$ cat config.mk
export PLATFORM = sky130hd
export DESIGN_NAME = pipe_reg_elastic
export DESIGN_NICKNAME = d
export VERILOG_FILES = /design/src/rtl/pipe_reg_elastic.sv
export SDC_FILE = /design/constraint.sdc
export NUM_CORES = 1
export LEC_CHECK = 0
export CAP_MARGIN = 20
export CELL_PAD_IN_SITES_DETAIL_PLACEMENT = 1
export CELL_PAD_IN_SITES_GLOBAL_PLACEMENT = 2
export CORE_ASPECT_RATIO = 1.75
export CORE_MARGIN = 2
export CORE_UTILIZATION = 43
export CTS_BUF_LIST = sky130_fd_sc_hd__clkbuf_2 sky130_fd_sc_hd__clkbuf_4 sky130_fd_sc_hd__clkbuf_8
export DETAILED_ROUTE_END_ITERATION = 16
export DONT_BUFFER_PORTS = 1
export PLACE_DENSITY = 0.86
export SLEW_MARGIN = 40
export SYNTH_ARGS = -nofsm -noshare
export SYNTH_HDL_FRONTEND = slang
export SYNTH_SLANG_ARGS = --single-unit
$ cat constraint.sdc
create_clock -name clk -period 1.8 [get_ports clk]
set_clock_uncertainty 0.1 [all_clocks]
set_input_delay 0.18 -clock clk [delete_from_list [all_inputs] [get_ports clk]]
set_output_delay 0.18 -clock clk [all_outputs]
set_load 0.02 [all_outputs]
$ cat src/rtl/pipe_reg_elastic.sv
// pipe_reg_elastic: elastic multi-stage pipeline register with valid/ready backpressure,
// per-stage bubble collapse, synchronous flush and a registered occupancy count. Rev 1.0
`default_nettype none

module pipe_reg_elastic #(
  parameter int               WIDTH     = 32,
  parameter int               STAGES    = 2,
  parameter logic [WIDTH-1:0] RESET_VAL = '0
) (
  input  logic                          clk,
  input  logic                          rst_n,
  input  logic                          flush,
  input  logic                          in_valid,
  output logic                          in_ready,
  input  logic [WIDTH-1:0]              in_data,
  output logic                          out_valid,
  input  logic                          out_ready,
  output logic [WIDTH-1:0]              out_data,
  output logic [$clog2(STAGES+1)-1:0]   count
);

  localparam int CW = $clog2(STAGES+1);

  logic [STAGES-1:0] v;
  logic [WIDTH-1:0]  d     [STAGES];
  logic [STAGES-1:0] ld;
  logic [STAGES-1:0] src_v;
  logic [WIDTH-1:0]  src_d [STAGES];
  logic              in_fire;
  logic              out_fire;

  // A stage can load unless it and every stage after it is full while the
  // output is stalled; written in closed form so the ready chain has no loop.
  for (genvar i = 0; i < STAGES; i++) begin : g_stage
    assign ld[i] = out_ready || !(&v[STAGES-1:i]);
    if (i == 0) begin : g_first
      assign src_v[i] = in_valid;
      assign src_d[i] = in_data;
    end else begin : g_next
      assign src_v[i] = v[i-1];
      assign src_d[i] = d[i-1];
    end
  end

  assign in_ready  = ld[0] && !flush;
  assign out_valid = v[STAGES-1];
  assign out_data  = d[STAGES-1];
  assign in_fire   = in_valid && in_ready;
  assign out_fire  = out_valid && out_ready;

  always_ff @(posedge clk or negedge rst_n) begin
    if (!rst_n) begin
      v <= '0;
      for (int i = 0; i < STAGES; i++) begin
        d[i] <= RESET_VAL;
      end
    end else if (flush) begin
      v <= '0;
      for (int i = 0; i < STAGES; i++) begin
        d[i] <= RESET_VAL;
      end
    end else begin
      for (int i = 0; i < STAGES; i++) begin
        if (ld[i]) begin
          v[i] <= src_v[i];
          // Payload only moves with a valid so an idle stage keeps its last value.
          if (src_v[i]) begin
            d[i] <= src_d[i];
          end
        end
      end
    end
  end

  always_ff @(posedge clk or negedge rst_n) begin
    if (!rst_n) begin
      count <= '0;
    end else if (flush) begin
      count <= '0;
    end else if (in_fire && !out_fire) begin
      count <= count + CW'(1);
    end else if (!in_fire && out_fire) begin
      count <= count - CW'(1);
    end
  end

endmodule

`default_nettype wire

Word level (Yosys, flattened, before mapping)
Index checks and enable logic that the tools add are counted.
{"block": "totals", "register_bits": 68, "out_inout_bits": 36, "wordCells": 38}
{"block": "classes", "n_addsub": 2, "mux": 11, "n_reduce_logical": 20}
{"op": "two-way mux 32 bit", "count": 4}
{"op": "two-way mux 64 bit", "count": 1}
{"op": "two-way mux 2 bit", "count": 4}
{"op": "nonzero test 2 bit", "count": 4}
{"op": "AND reduction 2 bit", "count": 3}
{"op": "logical AND 1 bit", "count": 5}
{"op": "zero test 1 bit", "count": 5}
{"op": "nonzero test 3 bit", "count": 1}
{"op": "adder 2 x 1 -> 2 bit (second input constant)", "count": 1}
{"op": "logical OR 1 bit", "count": 2}
{"op": "two-way mux 1 bit", "count": 2}
{"op": "subtractor 2 x 1 -> 2 bit (second input constant)", "count": 1}

Logic depth before layout (Yosys ltp)
Gate-level depths: netlist of run 1.
{"block": "depth", "word_depth": 10, "ltp_mapped": 4, "ltp_nobuf": 3}

Least setup slack after synthesis of run 1
OpenSTA, ideal clock, no wires.
{"block": "synth_timing", "path_type": "register to register", "startpoint": "register v[1]", "endpoint": "register d[34] (netlist bit)", "setup_time_ps": 66, "arrival_time_ps": 1300, "required_ps": 1634, "path_slack_ps": 333, "path_stages_with_launch": 5, "n_path_buf": 1, "synth_period_minus_slack_ps": 1467, "path_cell_list": "dfrtp_1 and3b_1 nor3b_4 buf_6 a22o_1"}
{"block": "synth_via", "elab_chain_len": 5}
{"element": "start: declaration", "line": "24", "source": "logic [STAGES-1:0] v;"}
{"element": "start signal: indexed assignment", "line": "65", "source": "v[i] <= src_v[i];"}
{"element": "AND reduction 2 bit", "line": "35", "source": "assign ld[i] = out_ready || !(&v[STAGES-1:i]);"}
{"element": "zero test 1 bit", "line": "35"}
{"element": "logical OR 1 bit", "line": "35"}
{"element": "nonzero test 2 bit (no source line)"}
{"element": "AND reduction 2 bit (no source line)"}
{"element": "end signal: indexed assignment", "line": "68", "source": "d[i] <= src_d[i];"}
{"element": "end: declaration", "line": "25", "source": "logic [WIDTH-1:0] d [STAGES];"}
Every way passes these cells.
A chain may end at the register's enable or synchronous reset.

Worst setup path in the final report of run 1
{"block": "layout_timing", "startpoint": "register v[1]", "endpoint": "output in_ready"}
{"block": "layout_via", "elab_chain_len": 4}
{"element": "AND reduction 2 bit", "line": "35"}
{"element": "zero test 1 bit", "line": "35"}
{"element": "logical OR 1 bit", "line": "35"}
{"element": "logical AND 1 bit", "line": "45", "source": "assign in_ready = ld[0] && !flush;"}
{"element": "end: declaration", "line": "14", "source": "output logic in_ready,"}
Every way passes these cells.

==> qor.txt, run 1 <==
hold slack final -> -0.568 ns
Hold Crit Class -> in2async
peak supply drop -> 0.598 mV
Seq cells post-synth -> 68
syn avg cell area -> 13.7 sq um
first-pass GRT wire length -> 10100 microns
Reg power frac -> 53.9%
Leakage -> 1.51 nW
clock sinks -> 68
clk_lat worst skew -> 0.34 ns
Crit Path Max Fanout -> 8
Critical Path RT -> 1.52 ns
RSZ-0062 raised after global routing -> no
all-layer global routing usage -> 19.9%
CP Class -> reg2out
# rows -> 38
Synth async-reset ratio -> 100%
max-cap violation count -> 0
largest net degree at the start of global routing -> 69
clock buffer depth -> 2
Core Area -> 6180 sq um
CP Capture Type -> primary output
share of cells above drive strength 1 -> 14.0%
Syn-to-layout area delta -> 16.4%
initial core utilization -> 44.5%
final wirelength -> 6220 microns
Netlist Area Pre-Place -> 2750 sq um
FF-to-FF setup slack -> 0.18 ns
Final Hold Viols -> 68
Max-slew headroom -> 71.5%
CTS root buf -> clkbuf_8
status -> finished with violations
most common cell in the synthesized netlist -> dfrtp_1
Seq/Total Area, Yosys -> 61.8%
most frequent cells after synthesis -> dfrtp_1, a22o_1, buf_4
Final setup viols -> 0
Sw Ratio -> 22.7%
routability cong. -> 0.695
Clock Power Share -> 38.2%
dpl cell area -> 2660 sq um
via count -> 1682
Syn Nets -> 238
Synth top area share -> 61.8%
initial drt markers -> 83
DRT Pass-1 Iters -> 4
vias in the first global route -> 1891
die height -> 110 microns
Cells after Synth -> 201
routed wire length per instance -> 21.1 microns
dominant cell type by area after synthesis -> dfrtp_1
I/O Pins -> 73
total setup buffers inserted after CTS -> 0
Die X -> 64.5 microns
ANT nets after route -> 0
port bufs -> 0
min Tclk post-route -> 1.66 ns
Via density -> 5.70
Setup TNS -> 0 ns
Post-CTS Resized -> 0
net switching power -> 0.704 mW
measured slew at the worst slew-check pin -> 0.425 ns
final worst path period share -> 92.5%
final HPWL from detailed placement -> 3890 microns
Internal Power -> 2.39 mW
grt total ovfl -> 0
Slew Viols, Final -> 0
Antenna Cells -> 0
Inserted Clock Buffers -> 9
CP Launch Type -> register
initial antenna violation count -> 0
Die ar. -> 7080 sq um
top cells by area, synth -> dfrtp_1, a22o_1, buf_4
fin nets -> 247
DRC Markers -> 0
Data arrival, critical path -> 1.38 ns
EDFF count, synth -> 0
synth unique cells -> 19
Cell Pwr Density -> 967 nW/um^2
final instance area -> 3200 sq um
Comb pwr share -> 7.9%
clock transition at the registers of the reported paths -> 0.07 ns
synth warn -> 0
H-tree lvl count -> 3
hold buffers post-CTS -> 35
CTS tree -> done
main flop type after synthesis -> dfrtp_1
failing checks -> hold timing
fmax -> 601 MHz
per-layer routing:
| metal | wire (microns) | track usage, % | part of all wire (%) |
|---|---|---|---|
| met4 | 141 | 9.88 | 2.3 |
| met5 | 0 | 0 | 0 |
| met3 | 313 | 6.24 | 5.0 |
| met2 | 3430 | 33.7 | 55 |
| met1 | 2330 | 22.5 | 38 |
layout by cell type (no fill, tap or decap), drive strengths merged:
| master | netlist | layout |
|---|---|---|
| a21oi | 3 | 3 |
| a22o | 64 | 64 |
| a31oi | 1 | 1 |
| and3b | 2 | 2 |
| buf | 42 | 8 |
| clkbuf | 3 | 15 |
| clkinv | 0 | 1 |
| dfrtp | 68 | 68 |
| dlygate4sd3 | 0 | 35 |
| mux2 | 2 | 2 |
| nand2b | 1 | 1 |
| nand3b | 1 | 1 |
| nor2 | 7 | 7 |
| nor2b | 3 | 3 |
| nor3b | 2 | 2 |
| nor4bb | 1 | 1 |
| o21ai | 1 | 1 |
path summary, 6_finish.rpt:
| path | depth (start not counted) | endpoint | startpoint |
|---|---|---|---|
| worst max register to register | 4 | v[1] | v[1] |
| worst min-delay path | 0 | count[0] | rst_n |
| worst min register to register | 1 | out_data[22] | d[54] |
| max in group asynchronous | 0 | out_data[25] | rst_n |
| worst max-delay path | 2 | in_ready | v[1] |
| min in group clk | 2 | count[0] | flush |
power by group through the flow:
stage,clock network (mW),logic (mW),registers [mW]
floorplan,0,0.177,1.66
global placement,0,0.165,1.69
detailed placement,0,0.177,1.70
CTS,1.22,0.242,1.67
global route,1.29,0.265,1.68
finish,1.18,0.244,1.67
registers in the layout (all words and copies together) (netlist names):
| name | flops |
|---|---|
| count | 2 |
| d | 32 |
| out_data | 32 |
| v | 2 |
worst max-delay path, cell delays in order (launching register included):
cell and delay, ns:
dfrtp_1 0.45, and3b_1 0.25, nor2_1 0.35
cells by family (layout without fill, tap and decap cells):
kind of cell    after synthesis  after routing  synth area share (%)
compound gates               69             69                  21.5
flops                        68             68                  61.8
buf+inv                      45             59                  11.6
simple gates                 17             17                  4.27
mux                           2              2                 0.818
cell type report:
| type | count | area (sq um) |
|---|---|---|
| Clock buffer | 15 | 188 |
| Clock inverter | 1 | 5.00 |
| Fill cell | 626 | 2980 |
| Multi-Input combinational cell | 88 | 748 |
| Sequential cell | 68 | 1700 |
| Tap cell | 80 | 100 |
| Timing Repair Buffer | 43 | 460 |
stage by stage:
stage	worst slack (ns)	util, %	hold WS (ns)	instances	power [mW]
6_report	0.135	51.8	-0.568	295	3.10
5_1_grt	0.0647	51.8	-0.600	295	3.23
4_1_cts	0.110	51.8	-0.591	295	3.13
3_5_place_dp	0.320	43.0	-0.215	244	1.88
3_3_place_gp	0.397	43.0	-0.214	244	1.86
2_1_floorplan	0.333	-	-0.216	201	1.84
(Power assumes the default switching activity.)
==> run 2: changes to the inputs <==
--- a/config.mk
+++ b/config.mk
@@ -5,12 +5,13 @@
 export SDC_FILE = /design/constraint.sdc
 export NUM_CORES = 1
 export LEC_CHECK = 0
+export ABC_AREA = 1
 export CAP_MARGIN = 20
 export CELL_PAD_IN_SITES_DETAIL_PLACEMENT = 1
 export CELL_PAD_IN_SITES_GLOBAL_PLACEMENT = 2
 export CORE_ASPECT_RATIO = 1.75
 export CORE_MARGIN = 2
-export CORE_UTILIZATION = 43
+export CORE_UTILIZATION = 39
 export CTS_BUF_LIST = sky130_fd_sc_hd__clkbuf_2 sky130_fd_sc_hd__clkbuf_4 sky130_fd_sc_hd__clkbuf_8
 export DETAILED_ROUTE_END_ITERATION = 16
 export DONT_BUFFER_PORTS = 1
==> run 2 against run 1 <==
  * The flow still finishes with violations (hold timing)
  * Register-to-register slack barely moved
  * Sequential power barely moved
  * Fmax rose by 2.1%
  * Critical path depth rose by 4
  * Largest cell class unchanged
==> qor.txt, run 2 <==
status -> finished with violations
failing checks -> hold timing
fmax -> 614 MHz
Hold Crit Class -> in2async
measured slew at the worst slew-check pin -> 0.472 ns
initial core utilization -> 39.7%
CP Class -> reg2reg
post-layout util -> 45.4%
Seq/Total Area, Yosys -> 57.0%
die height -> 120 microns
vias in the first global route -> 2397
Layout Cells excl Fill -> 413
CTS root buf -> clkbuf_8
CP Launch Type -> register
most frequent cells in the layout -> dfrtp_1, nand3_1, o21ai_0
commonest non-fill, non-tap cell in the layout -> dfrtp_1
Synth async-reset ratio -> 100%
critical path cell sequence -> nand2_1 > nor2_2 > nand2_2 > buf_4 > nand3_1 > o21ai_0
grt total ovfl -> 0
routability cong. -> 0.749
Cells after Synth -> 316
synth warn -> 0
fin nets -> 357
port bufs -> 0
CTS tree -> done
Final Hold Viols -> 68
final worst path period share -> 90.5%
Data arrival, critical path -> 1.73 ns
final instance area -> 3410 sq um
final HPWL from detailed placement -> 4550 microns
Post-CTS Resized -> 0
CP top delay family -> simple AND/OR/NAND/NOR gates
Cell Pwr Density -> 983 nW/um^2
clock transition at the registers of the reported paths -> 0.07 ns
ANT nets after route -> 0
Setup TNS -> 0 ns
clock sinks -> 68
H-tree lvl count -> 3
min Tclk post-route -> 1.63 ns
clock buffer depth -> 2
Netlist Area Pre-Place -> 2980 sq um
Core Area -> 7510 sq um
routed wire length per instance -> 17.7 microns
Die X -> 70.1 microns
Synth top area share -> 57.0%
Seq cells post-synth -> 68
RSZ-0062 raised after global routing -> no
all-layer global routing usage -> 19.1%
top cells by area, synth -> dfrtp_1, nand3_1, buf_4
CP Capture Type -> register
Via density -> 5.33
final wirelength -> 7320 microns
syn avg cell area -> 9.44 sq um
Max stage delay on crit path -> 0.44 ns
clk_lat worst skew -> 0.34 ns
total setup buffers inserted after CTS -> 0
DP Cell Count -> 362
share of cells above drive strength 1 -> 9.54%
Slew Viols, Final -> 0
main flop type after synthesis -> dfrtp_1
Syn-to-layout area delta -> 14.3%
DRC Markers -> 0
first-pass GRT wire length -> 12200 microns
Antenna Cells -> 0
via count -> 2202
CP Buf/Inv Count -> 1
Inserted Clock Buffers -> 9
EDFF count, synth -> 0
initial drt markers -> 138
most frequent cells after synthesis -> dfrtp_1, nand3_1, o21ai_0
Crit Path Max Fanout -> 25
synth unique cells -> 19
Final setup viols -> 0
max-cap violation count -> 0
hold slack final -> -0.577 ns
Critical Path RT -> 1.90 ns
DRT Pass-1 Iters -> 4
most common cell in the synthesized netlist -> dfrtp_1
Syn Nets -> 353
Worst path slowest cell -> dfrtp_1
largest net degree at the start of global routing -> 69
peak supply drop -> 0.485 mV
dominant cell type by area after synthesis -> dfrtp_1
# rows -> 42
dpl cell area -> 2840 sq um
Max-slew headroom -> 68.5%
initial antenna violation count -> 0
Die ar. -> 8400 sq um
Leakage -> 1.53 nW
hold buffers post-CTS -> 35
I/O Pins -> 73
[run 2: worst reg2reg max path, stage by stage (launching register included)]
cell	delay [ns]
dfrtp_1	0.44
nand2_1	0.10
nor2_2	0.16
nand2_2	0.17
buf_4	0.28
nand3_1	0.13
o21ai_0	0.13
[run 2: where the power goes]
part | switching (mW) | total, mW | internal, mW
Clock | 0.570 | 1.42 | 0.847
Sequential | 0.0690 | 1.66 | 1.60
Combinational | 0.154 | 0.272 | 0.118
[run 2: metrics by stage]
step / power (mW) / setup WS, ns / hold slack (ns)
2_1_floorplan: 1.86 / 0.455 / -0.216
6_report: 3.35 / 0.170 / -0.577
4_1_cts: 3.40 / 0.178 / -0.594
3_3_place_gp: 1.89 / 0.305 / -0.214
5_1_grt: 3.50 / 0.0867 / -0.602
3_5_place_dp: 1.90 / 0.174 / -0.214
[run 2: path summary, 6_finish.rpt]
| kind | start | to | slack, ns | depth (start not counted) |
|---|---|---|---|---|
| max | v[1] | d[47] | 0.17 | 6 |
| min | rst_n | out_data[6] | -0.58 | 0 |
| max reg2reg | v[1] | d[47] | 0.17 | 6 |
| min reg2reg | d[59] | d[59] | 0.41 | 2 |
| max in group asynchronous | rst_n | d[57] | 2.04 | 0 |
| min in group clk | flush | out_data[4] | 0.06 | 3 |
[run 2: cell families (layout without fill, tap and decap cells)]
| group | after synthesis | count (layout) | synth area share (%) |
|---|---|---|---|
| buf+inv | 90 | 99 | 16.8 |
| simple gates | 89 | 89 | 14.5 |
| compound gates | 69 | 69 | 11.7 |
| flops | 68 | 68 | 57.0 |
[run 2: final cells by class]
class | instances | area, sq um
fill | 875 | 4100
sequential | 68 | 1700
multi-input combinational | 158 | 785
timing repair buffer | 44 | 443
clock buffer | 12 | 153
inverter | 39 | 146
tap | 88 | 110
clock inverter | 4 | 72.6
[run 2: per-layer routing]
layer	vias to the layer above	wire (microns)	global-route usage, %
met1	1097	2790	21.2
li1	1017	-	-
met5	-	0	0
met2	68	3970	33.6
met3	20	335	4.87
met4	0	228	8.89
==> run 3: changes to the inputs <==
--- a/config.mk
+++ b/config.mk
@@ -15,7 +15,7 @@
 export CTS_BUF_LIST = sky130_fd_sc_hd__clkbuf_2 sky130_fd_sc_hd__clkbuf_4 sky130_fd_sc_hd__clkbuf_8
 export DETAILED_ROUTE_END_ITERATION = 16
 export DONT_BUFFER_PORTS = 1
-export PLACE_DENSITY = 0.86
+export PLACE_DENSITY_LB_ADDON = 0.1
 export SLEW_MARGIN = 40
 export SYNTH_ARGS = -nofsm -noshare
 export SYNTH_HDL_FRONTEND = slang
==> run 3 against run 2 <==
  * The run still ends with hold timing left
  * Largest cell class unchanged
  * Sequential share of layout area shrank 0.15 points
  * Die area is the same
  * Critical path type is now reg2out
  * Routed wire length decreased by 0.16%
  * Total power fell by 0.47%
  * Final cell count up 0.48%
  * Design area is 0.29% higher
==> qor.txt, run 3 (same netlist as run 2, synthesis figures left out) <==
status -> finished with violations
failing checks -> hold timing
largest net degree at the start of global routing -> 69
H-tree lvl count -> 3
initial drt markers -> 68
routability cong. -> 0.689
total setup buffers inserted after CTS -> 0
clock buffer depth -> 2
post-layout util -> 45.5%
DRC Markers -> 0
CP Class -> reg2out
die height -> 120 microns
Syn-to-layout area delta -> 14.6%
Reg2Reg Depth -> 6
Die X -> 70.1 microns
commonest non-fill, non-tap cell in the layout -> dfrtp_1
Antenna Cells -> 0
Core Area -> 7510 sq um
share of cells above drive strength 1 -> 10.1%
CP top delay family -> simple AND/OR/NAND/NOR gates
initial antenna violation count -> 0
FF-to-FF setup slack -> 0.32 ns
peak supply drop -> 0.535 mV
via count -> 2139
multi-input logic area -> 785 sq um
FF+latch area -> 1700 sq um
measured slew at the worst slew-check pin -> 0.474 ns
Hold Crit Class -> in2async
fill count -> 857
hold buffers post-CTS -> 35
Max-slew headroom -> 68.3%
Die ar. -> 8400 sq um
reg2reg start -> v[1]
RSZ-0062 raised after global routing -> no
first-pass GRT wire length -> 12400 microns
port bufs -> 0
max-cap violation count -> 0
Crit Path Max Fanout -> 6
I/O Pins -> 73
Data arrival, critical path -> 1.30 ns
fin nets -> 359
CP Launch Type -> register
clk_lat worst skew -> 0.35 ns
min Tclk post-route -> 1.58 ns
fmax -> 632 MHz
Via density -> 5.15
all-layer global routing usage -> 19.5%
ANT nets after route -> 0
Setup TNS -> 0 ns
Final Hold Viols -> 68
final HPWL from detailed placement -> 4600 microns
Max stage delay on crit path -> 0.43 ns
CP Capture Type -> primary output
Inserted Clock Buffers -> 9
Worst path slowest cell -> dfrtp_1
clock sinks -> 68
Leakage -> 1.55 nW
grt total ovfl -> 0
routed wire length per instance -> 17.6 microns
DRT Pass-1 Iters -> 4
most frequent cells in the layout -> dfrtp_1, nand3_1, o21ai_0
Cell Pwr Density -> 976 nW/um^2
hold slack final -> -0.584 ns
CTS root buf -> clkbuf_8
final wirelength -> 7310 microns
final worst path period share -> 87.9%
initial core utilization -> 39.7%
vias in the first global route -> 2450
Critical Path RT -> 1.52 ns
RR Endpoint -> d[47]
critical path cell sequence -> nand2_1 > nor2_2 > nor2_1
Final setup viols -> 0
Post-CTS Resized -> 0
CTS tree -> done
CP Buf/Inv Count -> 0
worst setup path startpoint -> v[1]
# rows -> 42
clock transition at the registers of the reported paths -> 0.07 ns
Slew Viols, Final -> 0
run 3: how the worst max path moves through the flow:
stage                     depth (start not counted)  slack (ns)  endpoint
after floorplan                                   6        0.46     d[44]
after global placement                            6        0.33     d[44]
after detailed placement                          6        0.30     d[47]
after CTS                                         3        0.18  in_ready
after global routing                              3        0.14  in_ready
final                                             3        0.22  in_ready
run 3: layer usage:
| layer | track usage, % | up-vias | part of all wire, % |
|---|---|---|---|
| met1 | 21.3 | 1063 | 38 |
| met3 | 5.29 | 10 | 4.5 |
| met5 | 0 | - | 0 |
| met2 | 34.5 | 49 | 55 |
| met4 | 9.38 | 0 | 2.3 |
| li1 | - | 1017 | - |
run 3: metrics by stage:
step	setup WS, ns	hold WS [ns]	instances	power [mW]	cell area [sq um]
global route	0.141	-0.612	415	3.51	3420
detailed placement	0.303	-0.214	364	1.90	2850
finish	0.217	-0.584	415	3.34	3420
global placement	0.331	-0.214	364	1.90	2850
CTS	0.177	-0.604	415	3.40	3420
floorplan	0.455	-0.216	316	1.86	2980
run 3: layout make-up:
cell class | instances | share of cell area, %
clock buffer | 11 | 4.24
clock inverter | 5 | 2.19
inverter | 39 | 4.28
multi-input combinational | 158 | 22.9
sequential | 68 | 49.7
tap | 88 | 3.22
timing repair buffer | 46 | 13.4
run 3: power by group:
group	internal, mW	total, mW	switching, mW
sequential	1.60	1.66	0.0670
clock	0.826	1.40	0.579
combinational	0.118	0.271	0.152
total	2.54	3.34	0.798
